### config.mk
export PLATFORM = sky130hd
export DESIGN_NAME = mem_arbiter
export DESIGN_NICKNAME = d
export VERILOG_FILES = /design/src/rtl/bf8b_pkg.sv /design/src/rtl/mem_arbiter.sv
export SDC_FILE = /design/constraint.sdc
export NUM_CORES = 1
export LEC_CHECK = 0
export CAP_MARGIN = 20
export CORE_MARGIN = 5
export CORE_UTILIZATION = 40
export DETAILED_ROUTE_END_ITERATION = 16
export PLACE_DENSITY = 0.9
export SYNTH_ARGS = -nofsm -noshare
export SYNTH_HDL_FRONTEND = slang
export SYNTH_SLANG_ARGS = --single-unit
### constraint.sdc
create_clock -name clk -period 1.7 [get_ports clk]
set_clock_uncertainty 0.05 [all_clocks]
set_input_delay 0.255 -clock clk [delete_from_list [all_inputs] [get_ports clk]]
set_output_delay 0.255 -clock clk [all_outputs]
set_load 0.01 [all_outputs]
### src/rtl/bf8b_pkg.sv
// Shared widths, state and owner encodings for the memory-bus arbiter.
package bf8b_pkg;

   localparam int DEF_ADDR_W = 8;
   localparam int DEF_DATA_W = 8;

   typedef enum logic [1:0] {
      ST_IDLE    = 2'd0,
      ST_BUSY    = 2'd1,
      ST_RELEASE = 2'd2
   } arb_state_e;

   localparam logic OWN_FI = 1'b0;
   localparam logic OWN_LS = 1'b1;

   // Width of the BUSY timeout counter; a disabled timeout still keeps one bit.
   function automatic int cnt_width(input int timeout);
      return (timeout > 0) ? $clog2(timeout + 1) : 1;
   endfunction

endpackage

### src/rtl/mem_arbiter.sv
// Two-client arbiter (fetch / load-store) in front of a single handshaked
// memory bus, with optional abort of accesses that are never acknowledged.
//
// state      | meaning
// -----------+--------------------------------------------------------------
// ST_IDLE    | bus free; grant load/store first, else fetch
// ST_BUSY    | mem_req high with latched addr/we/wdata; wait for mem_ready
// ST_RELEASE | access finished; wait for mem_ready low before the next grant
module mem_arbiter
   import bf8b_pkg::*;
#(
   parameter int ADDR_W  = DEF_ADDR_W,
   parameter int DATA_W  = DEF_DATA_W,
   parameter int TIMEOUT = 0
) (
   input  logic              clk,
   input  logic              rst,
   input  logic              fi_req,
   input  logic [ADDR_W-1:0] fi_addr,
   output logic [DATA_W-1:0] fi_rdata,
   output logic              fi_done,
   input  logic              ls_req,
   input  logic              ls_we,
   input  logic [ADDR_W-1:0] ls_addr,
   input  logic [DATA_W-1:0] ls_wdata,
   output logic [DATA_W-1:0] ls_rdata,
   output logic              ls_done,
   output logic              bus_err,
   output logic [ADDR_W-1:0] addr,
   output logic              mem_req,
   output logic              we,
   output logic [DATA_W-1:0] bus_wdata,
   input  logic [DATA_W-1:0] bus_rdata,
   input  logic              mem_ready
);

   localparam int                CNT_W    = cnt_width(TIMEOUT);
   localparam logic [CNT_W-1:0]  CNT_LAST = CNT_W'((TIMEOUT > 0) ? TIMEOUT - 1 : 0);

   arb_state_e        state_q, state_d;
   logic              owner_q, owner_d;
   logic [CNT_W-1:0]  cnt_q, cnt_d;
   logic [ADDR_W-1:0] addr_q, addr_d;
   logic              we_q, we_d;
   logic [DATA_W-1:0] wdata_q, wdata_d;
   logic              mem_req_q, mem_req_d;
   logic [DATA_W-1:0] fi_rdata_q, fi_rdata_d;
   logic [DATA_W-1:0] ls_rdata_q, ls_rdata_d;
   logic              fi_done_q, fi_done_d;
   logic              ls_done_q, ls_done_d;
   logic              bus_err_q, bus_err_d;

   always_ff @(posedge clk or negedge rst) begin
      if (!rst) begin
         state_q    <= ST_IDLE;
         owner_q    <= OWN_FI;
         cnt_q      <= '0;
         addr_q     <= '0;
         we_q       <= 1'b0;
         wdata_q    <= '0;
         mem_req_q  <= 1'b0;
         fi_rdata_q <= '0;
         ls_rdata_q <= '0;
         fi_done_q  <= 1'b0;
         ls_done_q  <= 1'b0;
         bus_err_q  <= 1'b0;
      end else begin
         state_q    <= state_d;
         owner_q    <= owner_d;
         cnt_q      <= cnt_d;
         addr_q     <= addr_d;
         we_q       <= we_d;
         wdata_q    <= wdata_d;
         mem_req_q  <= mem_req_d;
         fi_rdata_q <= fi_rdata_d;
         ls_rdata_q <= ls_rdata_d;
         fi_done_q  <= fi_done_d;
         ls_done_q  <= ls_done_d;
         bus_err_q  <= bus_err_d;
      end
   end

   always_comb begin
      state_d    = state_q;
      owner_d    = owner_q;
      cnt_d      = cnt_q;
      addr_d     = addr_q;
      we_d       = we_q;
      wdata_d    = wdata_q;
      mem_req_d  = mem_req_q;
      fi_rdata_d = fi_rdata_q;
      ls_rdata_d = ls_rdata_q;
      fi_done_d  = 1'b0;
      ls_done_d  = 1'b0;
      bus_err_d  = 1'b0;

      unique case (state_q)
         ST_IDLE: begin
            if (ls_req) begin
               owner_d   = OWN_LS;
               addr_d    = ls_addr;
               we_d      = ls_we;
               wdata_d   = ls_wdata;
               mem_req_d = 1'b1;
               cnt_d     = '0;
               state_d   = ST_BUSY;
            end else if (fi_req) begin
               owner_d   = OWN_FI;
               addr_d    = fi_addr;
               we_d      = 1'b0;
               mem_req_d = 1'b1;
               cnt_d     = '0;
               state_d   = ST_BUSY;
            end
         end

         ST_BUSY: begin
            if (mem_ready) begin
               if (owner_q == OWN_LS) begin
                  ls_done_d = 1'b1;
                  if (!we_q) begin
                     ls_rdata_d = bus_rdata;
                  end
               end else begin
                  fi_done_d  = 1'b1;
                  fi_rdata_d = bus_rdata;
               end
               mem_req_d = 1'b0;
               we_d      = 1'b0;
               state_d   = ST_RELEASE;
            end else if (TIMEOUT > 0) begin
               // This edge is the TIMEOUT-th unacknowledged BUSY cycle: abort.
               if (cnt_q == CNT_LAST) begin
                  if (owner_q == OWN_LS) begin
                     ls_done_d  = 1'b1;
                     ls_rdata_d = '0;
                  end else begin
                     fi_done_d  = 1'b1;
                     fi_rdata_d = '0;
                  end
                  bus_err_d = 1'b1;
                  mem_req_d = 1'b0;
                  we_d      = 1'b0;
                  state_d   = ST_RELEASE;
               end else begin
                  cnt_d = cnt_q + CNT_W'(1);
               end
            end
         end

         ST_RELEASE: begin
            if (!mem_ready) begin
               state_d = ST_IDLE;
            end
         end

         default: begin
            state_d   = ST_IDLE;
            mem_req_d = 1'b0;
            we_d      = 1'b0;
         end
      endcase
   end

   assign addr      = addr_q;
   assign we        = we_q;
   assign bus_wdata = wdata_q;
   assign mem_req   = mem_req_q;
   assign fi_rdata  = fi_rdata_q;
   assign ls_rdata  = ls_rdata_q;
   assign fi_done   = fi_done_q;
   assign ls_done   = ls_done_q;
   assign bus_err   = bus_err_q;

endmodule

Yosys cells after proc, flatten, opt, wreduce, memory -nomap -nowiden --
Cells that the tools add are included.
Word-level totals: flip-flop bits (word level) 39, logic and storage cells 47, output and inout bits 37, input port bits 38
Operators by class: reductions and logical operators 8, muxes and demuxes 21, eq/ne operators 5, bitwise logic cells 3
Operator list (number):
- 8-bit two-way mux | 2
- 1-bit two-way mux | 12
- 3-bit AND reduction | 3
- 2-bit two-way mux | 4
- 1-bit case mux with 3 select lines | 2
- 2-bit case mux with 3 select lines | 1
- 2-bit != test, second input constant | 2
- 2-bit AND reduction | 2
- 4-bit AND reduction | 1
- 3-bit != test, second input constant | 1
- 1-bit inverter | 3
- 2-bit by 1-bit equality test with 1-bit output, second input constant | 1
- 2-bit equality test, second input constant | 1
- 2-bit zero test | 1
- 2-bit nonzero test | 1

Longest topological paths before layout --
Gate-level depths: netlist of the first run.
word-level depth 3, depth in mapped cells 4, mapped depth without buffers 3

Worst setup path before layout of the first run --
No wires, ideal clock.
path type register -> register, start point reg state_q[1], end point reg ls_rdata_q[0] (netlist: ls_rdata[0]), clock period less this slack 1.436 ns, data arrival time 1.261 ns, path slack 0.264 ns, cell stages (with the launch flop) 5, cells stage by stage dfrtp_1 > and4b_4 > nor2b_4 > buf_6 > mux2_4
Between the ends: cells in the longest elaborated chain, start to end 2
RTL lines:
- from (decl) | RTL line mem_arbiter.sv:40 | arb_state_e state_q, state_d;
- from (signal assigned) | RTL line mem_arbiter.sv:68 | state_q <= state_d;
- 2-bit by 1-bit equality test with 1-bit output | RTL line mem_arbiter.sv:97 | unique case (state_q)
- 4-bit AND reduction (no source line)
- to (signal assigned) | RTL line mem_arbiter.sv:76 | ls_rdata_q <= ls_rdata_d;
- to (decl) | RTL line mem_arbiter.sv:48 | logic [DATA_W-1:0] ls_rdata_q, ls_rdata_d;
Every way passes these cells. A chain may end at the register's enable or synchronous reset.

Final worst setup path of the first run --
start point reg we_q (netlist: we), end point out we
RTL lines:
- from (decl) | RTL line mem_arbiter.sv:44 | logic we_q, we_d;
- from (signal assigned) | RTL line mem_arbiter.sv:72 | we_q <= we_d;
- to (decl) | RTL line mem_arbiter.sv:31 | output logic we,
No word-level cell between the ends.

==> results of run 1 <==
[sequential cells by signal, indices dropped and copies added, names as in the netlist]
signal and count:
addr 8, bus_wdata 8, fi_rdata 8, ls_rdata 8, state_q 2, fi_done 1
ls_done 1, mem_req 1, owner_q 1, we 1
[power breakdown]
| group | leakage, uW | total, uW | internal [uW] | switching (uW) |
|---|---|---|---|---|
| clock network | 0.0000654 | 888 | 587 | 302 |
| registers | 0.000466 | 1660 | 1390 | 277 |
| logic | 0.000565 | 2110 | 1370 | 737 |
| total | 0.00110 | 4660 | 3350 | 1320 |
[metal layers]
layer  global-route usage (%)  up-vias  share of wire (%)
met2                     31.5       45                 57
met4                     6.04        0                1.2
met5                        0        -                  0
li1                         -      520                  -
met1                     16.0      579                 35
met3                     3.42        4                7.3
[worst max path at each step]
stage	startpoint	end	slack [ns]	cells past startpoint
6_report	we	we	0.11	1
5_1_grt	we	we	0.07	1
4_1_cts	we	we	0.1	1
3_5_place_dp	ls_req	addr[4]	-0.12	4
3_3_place_gp	ls_req	addr[2]	-0.08	4
2_1_floorplan	state_q[1]	ls_rdata[0]	0.26	4
[cell usage after synthesis]
cell	count	share of area, %
nor3b_1	1	0.47
mux2_1	8	5.6
a21boi_0	1	0.47
o21ai_1	1	0.31
dfrtp_1	39	61
nor2b_4	1	0.85
buf_6	1	0.70
and4b_4	1	0.85
mux2_4	8	7.5
buf_2	3	0.93
conb_1	1	0.23
a21o_1	1	0.47
nand2_1	3	0.70
a32o_1	1	0.62
mux2_2	24	17
buf_4	2	0.93
nor2_1	1	0.23
and2_1	1	0.39
nand2b_1	2	0.78
o21ai_0	2	0.62
[cell type report]
cell class,instances,area (um2)
Fill cell,280,1350
Sequential cell,39,976
Timing Repair Buffer,83,828
Multi-Input combinational cell,57,593
Clock buffer,6,72.6
Tap cell,50,62.6
Clock inverter,2,60.1
[cells by family after synthesis]
group | count (synthesis)
buf+inv | 6
compound gates | 6
simple gates | 10
mux | 40
flops | 39
other cells | 1
[layout by cell type, fill, tap and decap left out, types with 3 or more instances in the layout]
cell and instances:
mux2_1 8, clkdlybuf4s50_1 72, mux2_4 8, clkbuf_8 5, buf_4 7, dfrtp_1 39
mux2_2 24, nand2_1 3
[stage by stage]
stage               hold slack (ns)  setup TNS [ns]  std cells
detailed placement            0.286           -1.26        228
floorplan                   -0.0906               0        102
global route                  0.464               0        237
CTS                           0.443               0        237
global placement              0.276          -0.663        228
finish                        0.436               0        237
[timing repair]
action | CTS | global route
hold endpoints to repair | 39 | 0
hold buffers | 1 | 0
buffers inserted | 0 | 0
==> metrics.md, run 1 <==
| Metric | Value |
|---|---|
| Status | completed |
| Critical path arrival | 1.29 ns |
| Adder-cell share of the synthesized area | 0% |
| Total number of vias | 1148 |
| Port Buffer Count | 73 |
| WL/cell | 16.7 um |
| CP max stage cell | clkdlybuf4s50_1 |
| DP Area | 2450 um2 |
| Slowest stage delay, CP | 0.58 ns |
| Crit Path Max Fanout | 3 |
| Final worst slack | 0.106 ns |
| Post-Route WL | 3950 um |
| Hold EP | mem_req |
| Xor/xnor share of the synthesized area | 0% |
| Final Slew Violations | 0 |
| Clock transition at the registers of the reported paths | 0.08 ns |
| Worst r2r path cells | 4 |
| YS warnings | 0 |
| Pwr dens | 1800 nW/um2 |
| Hold path startpoint | mem_req |
| Endpoints failing setup | 0 |
| DRC viols | 0 |
| Reg-to-reg setup timing slack | 0.15 ns |
| First-pass GRT wire length | 6510 um |
| Post-synth cell types | 20 |
| Simple-gate share of the synthesized area | 4.27% |
| Post-CTS sizing | 0 |
| RR Endpoint | ls_rdata[4] |
| Top delay family on crit path | buffers and inverters |
| Leakage power | 0.00110 uW |
| Drt first pass iters | 4 |
| Routed vias/inst | 4.84 |
| TritonCTS clock tree | yes |
| Clock latency on the worst-skew pair | 0.28 ns |
| RSZ-0062 raised after global routing | no |
| Root Buffer | clkbuf_8 |
| CP endpoint kind | output pin |
| Synth Register Bits | 39 |
| Initial antenna violation count | 0 |
| Crit-path cells | clkdlybuf4s50_1 |
| Post-layout util | 65.8% |
| Layout area overhead | 61.0% |
| RR Startpoint | state_q[1] |
| Remaining antenna violation count | 0 |
| Bufs and invs on worst path | 1 |
| Total CTS buffers | 5 |
| Ant diodes | 0 |
| Max_cap viols | 0 |
| CP required | 1.39 ns |
| Cells after Synth | 102 |
| I/O pin cnt | 75 |
| Starting Density | 40.8% |
| Critical path class | reg -> out |
| Die ar. | 5390 um2 |
| Vias in the first global route | 1344 |
| Die Height | 73.5 um |
| Detail Placement HPWL | 3170 um |
| GRT overflow | 0 |
| Placement Rows | 23 |
| Crit path launch type | flop |
| Layout cells sized above 1 | 27.3% |
| Worst slack at placement | -0.123 ns |
| Sequential area share after synthesis | 60.6% |
| Clock Path Buffers | 2 |
| Post-synthesis compound-gate area fraction | 2.49% |
| GR Util All Layers | 16.0% |
| Clk sink count | 39 |
| H-Tree Depth | 2 |
| Syn_area_per_cell | 15.8 um2 |
| Final min period | 1.59 ns |
| Final worst-path cycle share | 93.7% |
| Pwr Total | 4660 uW |
| Initial DRC count | 90 |
| Post-synthesis mux area share | 29.8% |
| Die Span X | 73.5 um |
| Synthesized area | 1610 um2 |
| Core area | 3940 um2 |
| Largest net degree at the start of global routing | 40 |
| Peak supply drop | 0.895 mV |
| Syn Nets | 140 |
| GP Congestion | 0.680 |
| Largest family of logic cells by synthesized area | multiplexers |
| Finished Cell Area | 2590 um2 |
| Final Hold Viols | 0 |
| Hold path depth | 2 |
| Fmax achieved | 627 MHz |
| Nets@finish | 224 |
| Hold crit path type | reg -> reg |
No activity file was read; power rests on OpenSTA's default activity.
==> inputs of run 2 (changes only) <==
Settings changed: CORE_UTILIZATION 40 to 30, PLACE_DENSITY 0.9 to 0.74.
==> metrics.md, run 2 (synthesis results as in run 1) <==
| Metric | Value |
|---|---|
| Status | completed |
| Met1 Wirelength | 1640 um |
| Clk sink count | 39 |
| GR Util All Layers | 10.8% |
| Max_cap viols | 0 |
| Pwr dens | 1730 nW/um2 |
| Reg power frac | 36.5% |
| Fmax achieved | 625 MHz |
| Clock transition at the registers of the reported paths | 0.08 ns |
| Clock Path Buffers | 2 |
| Worst slack at placement | -0.0468 ns |
| Drt first pass iters | 3 |
| Routed vias/inst | 4.32 |
| Placement Rows | 26 |
| Ant diodes | 0 |
| Commonest cells after routing, fill and taps aside | 72 x clkdlybuf4s50_1, 39 x dfrtp_1, 24 x mux2_2, 8 x mux2_4, 8 x mux2_1 |
| Clock latency on the worst-skew pair | 0.29 ns |
| Crit path launch type | flop |
| Die ar. | 6930 um2 |
| Worst r2r path cells | 4 |
| Routed wire length on met2 | 1700 um |
| Die Height | 83.3 um |
| CP required | 1.39 ns |
| GRT overflow | 0 |
| TritonCTS clock tree | yes |
| Final worst-path cycle share | 94.2% |
| Leading cell type in the layout, fill and taps excluded | clkdlybuf4s50_1 |
| Slowest stage delay, CP | 0.59 ns |
| Top Layer Used | met4 |
| Die Span X | 83.3 um |
| Reg-to-reg setup timing slack | 0.20 ns |
| RR Endpoint | fi_rdata[4] |
| Final min period | 1.60 ns |
| Layout area overhead | 63.0% |
| Top delay family on crit path | buffers and inverters |
| H-Tree Depth | 2 |
| CP endpoint kind | output pin |
| Root Buffer | clkbuf_8 |
| Largest net degree at the start of global routing | 21 |
| Remaining antenna violation count | 0 |
| Critical path arrival | 1.30 ns |
| RSZ-0062 raised after global routing | no |
| Post-CTS sizing | 0 |
| Total number of vias | 1107 |
| CP max stage cell | clkdlybuf4s50_1 |
| NetSw | 1300 uW |
| Hold crit path type | in -> async |
| Nets@finish | 223 |
| Core area | 5170 um2 |
| Sw Ratio | 28.7% |
| Final worst slack | 0.0994 ns |
| Starting Density | 31.1% |
| Detail Placement HPWL | 2900 um |
| Fill cell count | 436 |
| Vias in the first global route | 1167 |
| RR Startpoint | state_q[1] |
| Initial antenna violation count | 0 |
| Post-CTS Setup Bufs | 0 |
| Bufs and invs on worst path | 1 |
| Leakage power | 0.00110 uW |
| DRC viols | 0 |
| GP Congestion | 0.744 |
| Internal power | 3230 uW |
| Initial DRC count | 18 |
| Critical path class | reg -> out |
| Post-Route WL | 3660 um |
| Peak supply drop | 0.730 mV |
| Layout cells sized above 1 | 28.0% |
| Combinational share of power | 46.0% |
| Endpoints failing setup | 0 |
| WL/cell | 14.3 um |
| I/O pin cnt | 75 |
| Port Buffer Count | 73 |
| Final Slew Violations | 0 |
| First-pass GRT wire length | 6040 um |
| Hold Slack | 0.406 ns |
| Crit-path cells | clkdlybuf4s50_1 |
| WL met3 | 287 um |
| Clock power frac | 17.5% |
| Total CTS buffers | 5 |
| Final Hold Viols | 0 |
| Crit Path Max Fanout | 3 |
run 2: cell types whose count changed in the layout (fill, tap and decap cells not counted):
cell | previous run | this run
clkbuf_8 | 5 | 6
buf_4 | 7 | 4
clkbuf_1 | 1 | 0
bufinv_16 | 2 | 1
clkinv_2 | 0 | 1
nor3b_2 | 0 | 1
nor3b_1 | 1 | 0
buf_12 | 2 | 4
run 2: final cells by class:
cell class / count / area, um2 / share of cell area (%)
clock buffer: 6 / 82.6 / 3.15
tap: 70 / 87.6 / 3.34
clock inverter: 2 / 35.0 / 1.33
multi-input combinational: 57 / 598 / 22.8
timing repair buffer: 82 / 846 / 32.2
sequential: 39 / 976 / 37.2
run 2: worst max path at each step:
stage / from / end / slack (ns) / depth (start not counted)
3_5_place_dp: mem_ready / ls_rdata[3] / -0.05 / 5
2_1_floorplan: state_q[1] / ls_rdata[0] / 0.26 / 4
6_report: we / we / 0.1 / 1
4_1_cts: we / we / 0.09 / 1
3_3_place_gp: mem_ready / ls_rdata[3] / -0.03 / 5
5_1_grt: we / we / 0.06 / 1
run 2: metal layers:
layer | global-route usage (%) | vias up
met5 | 0 | -
met4 | 3.57 | 0
met3 | 4.16 | 5
met2 | 16.4 | 47
met1 | 14.1 | 534
li1 | - | 521
run 2: stage by stage:
step | power (uW) | util, % | instances | TNS (ns) | instance area (um2)
after floorplan | 2570 | - | 102 | 0 | 1610
after global placement | 3730 | 48.3 | 247 | -0.262 | 2500
after detailed placement | 3790 | 48.3 | 247 | -0.355 | 2500
after CTS | 4590 | 50.7 | 256 | 0 | 2630
after global routing | 4790 | 50.7 | 256 | 0 | 2630
final | 4530 | 50.7 | 256 | 0 | 2630
run 2: timing repair:
item / in CTS / in global routing
setup endpoints to repair: 0 / 0
hold endpoints to repair: 19 / 0
hold buffers: 1 / 0
run 2: power by group through the flow:
stage / registers [uW] / logic (uW) / clock network (uW)
2_1_floorplan: 1840 / 732 / 0
3_3_place_gp: 1660 / 2070 / 0
3_5_place_dp: 1670 / 2120 / 0
4_1_cts: 1660 / 2120 / 812
5_1_grt: 1710 / 2220 / 860
6_report: 1650 / 2090 / 791
==> edit (config.mk and constraints of run 1) <==
`DEF_DATA_W`: 8 -> 7.
--- a/src/rtl/bf8b_pkg.sv
+++ b/src/rtl/bf8b_pkg.sv
@@ -3,5 +3,5 @@
 
    localparam int DEF_ADDR_W = 8;
-   localparam int DEF_DATA_W = 8;
+   localparam int DEF_DATA_W = 7;
 
    typedef enum logic [1:0] {
Interface: changed (5 resized); port bits go from 75 to 70. The function was not compared with the original's and may differ.
==> edit against run 1 <==
The flow now finishes with violations (negative hold slack). Clock power is 33% lower. Via count is 10% lower. Wire length is 15% lower. Design area is 9.8% lower. Area after synthesis is 8.0% lower. Worst setup slack better by 0.0040 ns. Power is 14% lower. Critical path type is now register to register. Sequential cell count is 3 lower.
==> edit: results (changes against run 1) <==
Worst setup path
  – Critical path data arrival time: 1.70 ns (+0.41 ns)
  – Crit Path Max Fanout: 7 (+4)
  – Crit-path max cell delay: 0.42 ns (-0.16 ns)
  – Worst path top cell family by delay: simple AND/OR/NAND/NOR gates
  – Slowest CP cell: dfrtp_1
  – Worst R2R Path Depth: 3 (-1)

Synthesis
  – Area contributors post-synth: dfrtp_1, mux2_2, nor3b_4, o21ai_0, buf_4
  – Post-synth cell types: 18 (-10%)
  – Post-Syn Nets: 131 (-6.4%)
  – Seq/Total Area, Yosys: 60.8% (+0.20 points)
  – Top cells by instance count after synthesis: mux2_2, dfrtp_1, nand2_1, o21ai_0

Route
  – Final WL: 3.37 mm (-15%)
  – Iter 0 DRT Violations: 20 (-78%)
  – Routed via count: 1030 (-10%)

Die
  – Core area: 3630 um^2 (-7.8%)

Cells and area
  – Fill cells: 289 (+3.2%)
  – Max reg flops: 8
  – Share of cells above drive strength 1: 32.9% (+5.7 points)

Timing
  – Final hold violations: 8 (+8)
  – Hold Slack: -0.00435 ns (-0.440 ns)

Global routing
  – Largest net degree at the start of global routing: 37 (-7.5%)
  – GRT Util Overall: 14.9% (-1.1 points)
  – Vias in the first global route: 1190 (-11%)
  – Global-route wire length before repair: 5.79 mm (-11%)

Placement
  – Placement Setup Slack: -0.125 ns (-0.00202 ns)
  – Placer Congestion: 0.737 (+8.4%)
  – Dpl hpwl: 2.73 mm (-14%)
  – IO buf count: 68 (-6.8%)

Outcome
  – Failing checks: negative hold slack
  – Status: finished with violations

Worst hold path
  – Hold Crit Class: primary input to asynchronous set/reset pin

Clocking
  – Max Buffers Root-to-Sink: 2 (unchanged)

Pwr
  – Peak supply drop: 0.952 mV (+6.4%)
  – Leakage power: 0.984 nW (-10%)
-- edit: cells by family (layout without fill, tap and decap cells) --
logic type             Yosys count  count (layout)  share of synthesized area [%]
DFF                             36              36                           60.8
other                            1               1                          0.253
AOI/OAI and AO/OA                6               6                           2.70
buffers and inverters            5              83                           2.45
and+or+nand+nor                 10              10                           5.66
muxes                           37              37                           28.1
-- edit: cell type report --
type                       count  area share [%]
sequential                    36            38.5
multi-input combinational     54            23.3
clock inverter                 2           0.428
tap                           48            2.57
clock buffer                   6            3.53
timing repair buffer          75            31.7
-- edit: report_power, final --
group          total (mW)  leakage, nW  switching, mW  internal [mW]
Sequential           1.52        0.431          0.243           1.28
Combinational        1.87        0.502          0.658           1.21
Clock               0.593       0.0510          0.271          0.323
Total                3.99        0.984           1.17           2.81
-- edit: metal layers --
metal  GRT usage, %  share of wire [%]
met1           14.9                 35
met2           27.3                 55
met3           7.67                9.2
met4           3.13               0.39
met5              0                  0
-- edit: worst max path at each step --
stage | from | to | slack (ns)
2_1_floorplan | state_q[1] | ls_rdata[0] | 0.28
3_3_place_gp | mem_ready | ls_rdata[0] | -0.08
3_5_place_dp | mem_ready | ls_rdata[4] | -0.12
4_1_cts | state_q[1] | ls_rdata[4] | 0.09
5_1_grt | state_q[1] | ls_rdata[4] | 0.06
6_report | state_q[1] | ls_rdata[4] | 0.11
-- edit: metrics by stage --
stage | cell area (um^2) | util [%] | power, mW | setup TNS, ns | hold WS [ns]
global route | 2340 | 64.4 | 4.26 | 0 | 0.0576
floorplan | 1480 | - | 2.36 | 0 | -0.0906
global placement | 2250 | 61.8 | 3.35 | -0.860 | 0.305
finish | 2340 | 64.4 | 3.99 | 0 | -0.00435
CTS | 2340 | 64.4 | 4.06 | 0 | 0.0125
detailed placement | 2250 | 61.8 | 3.45 | -1.35 | 0.319
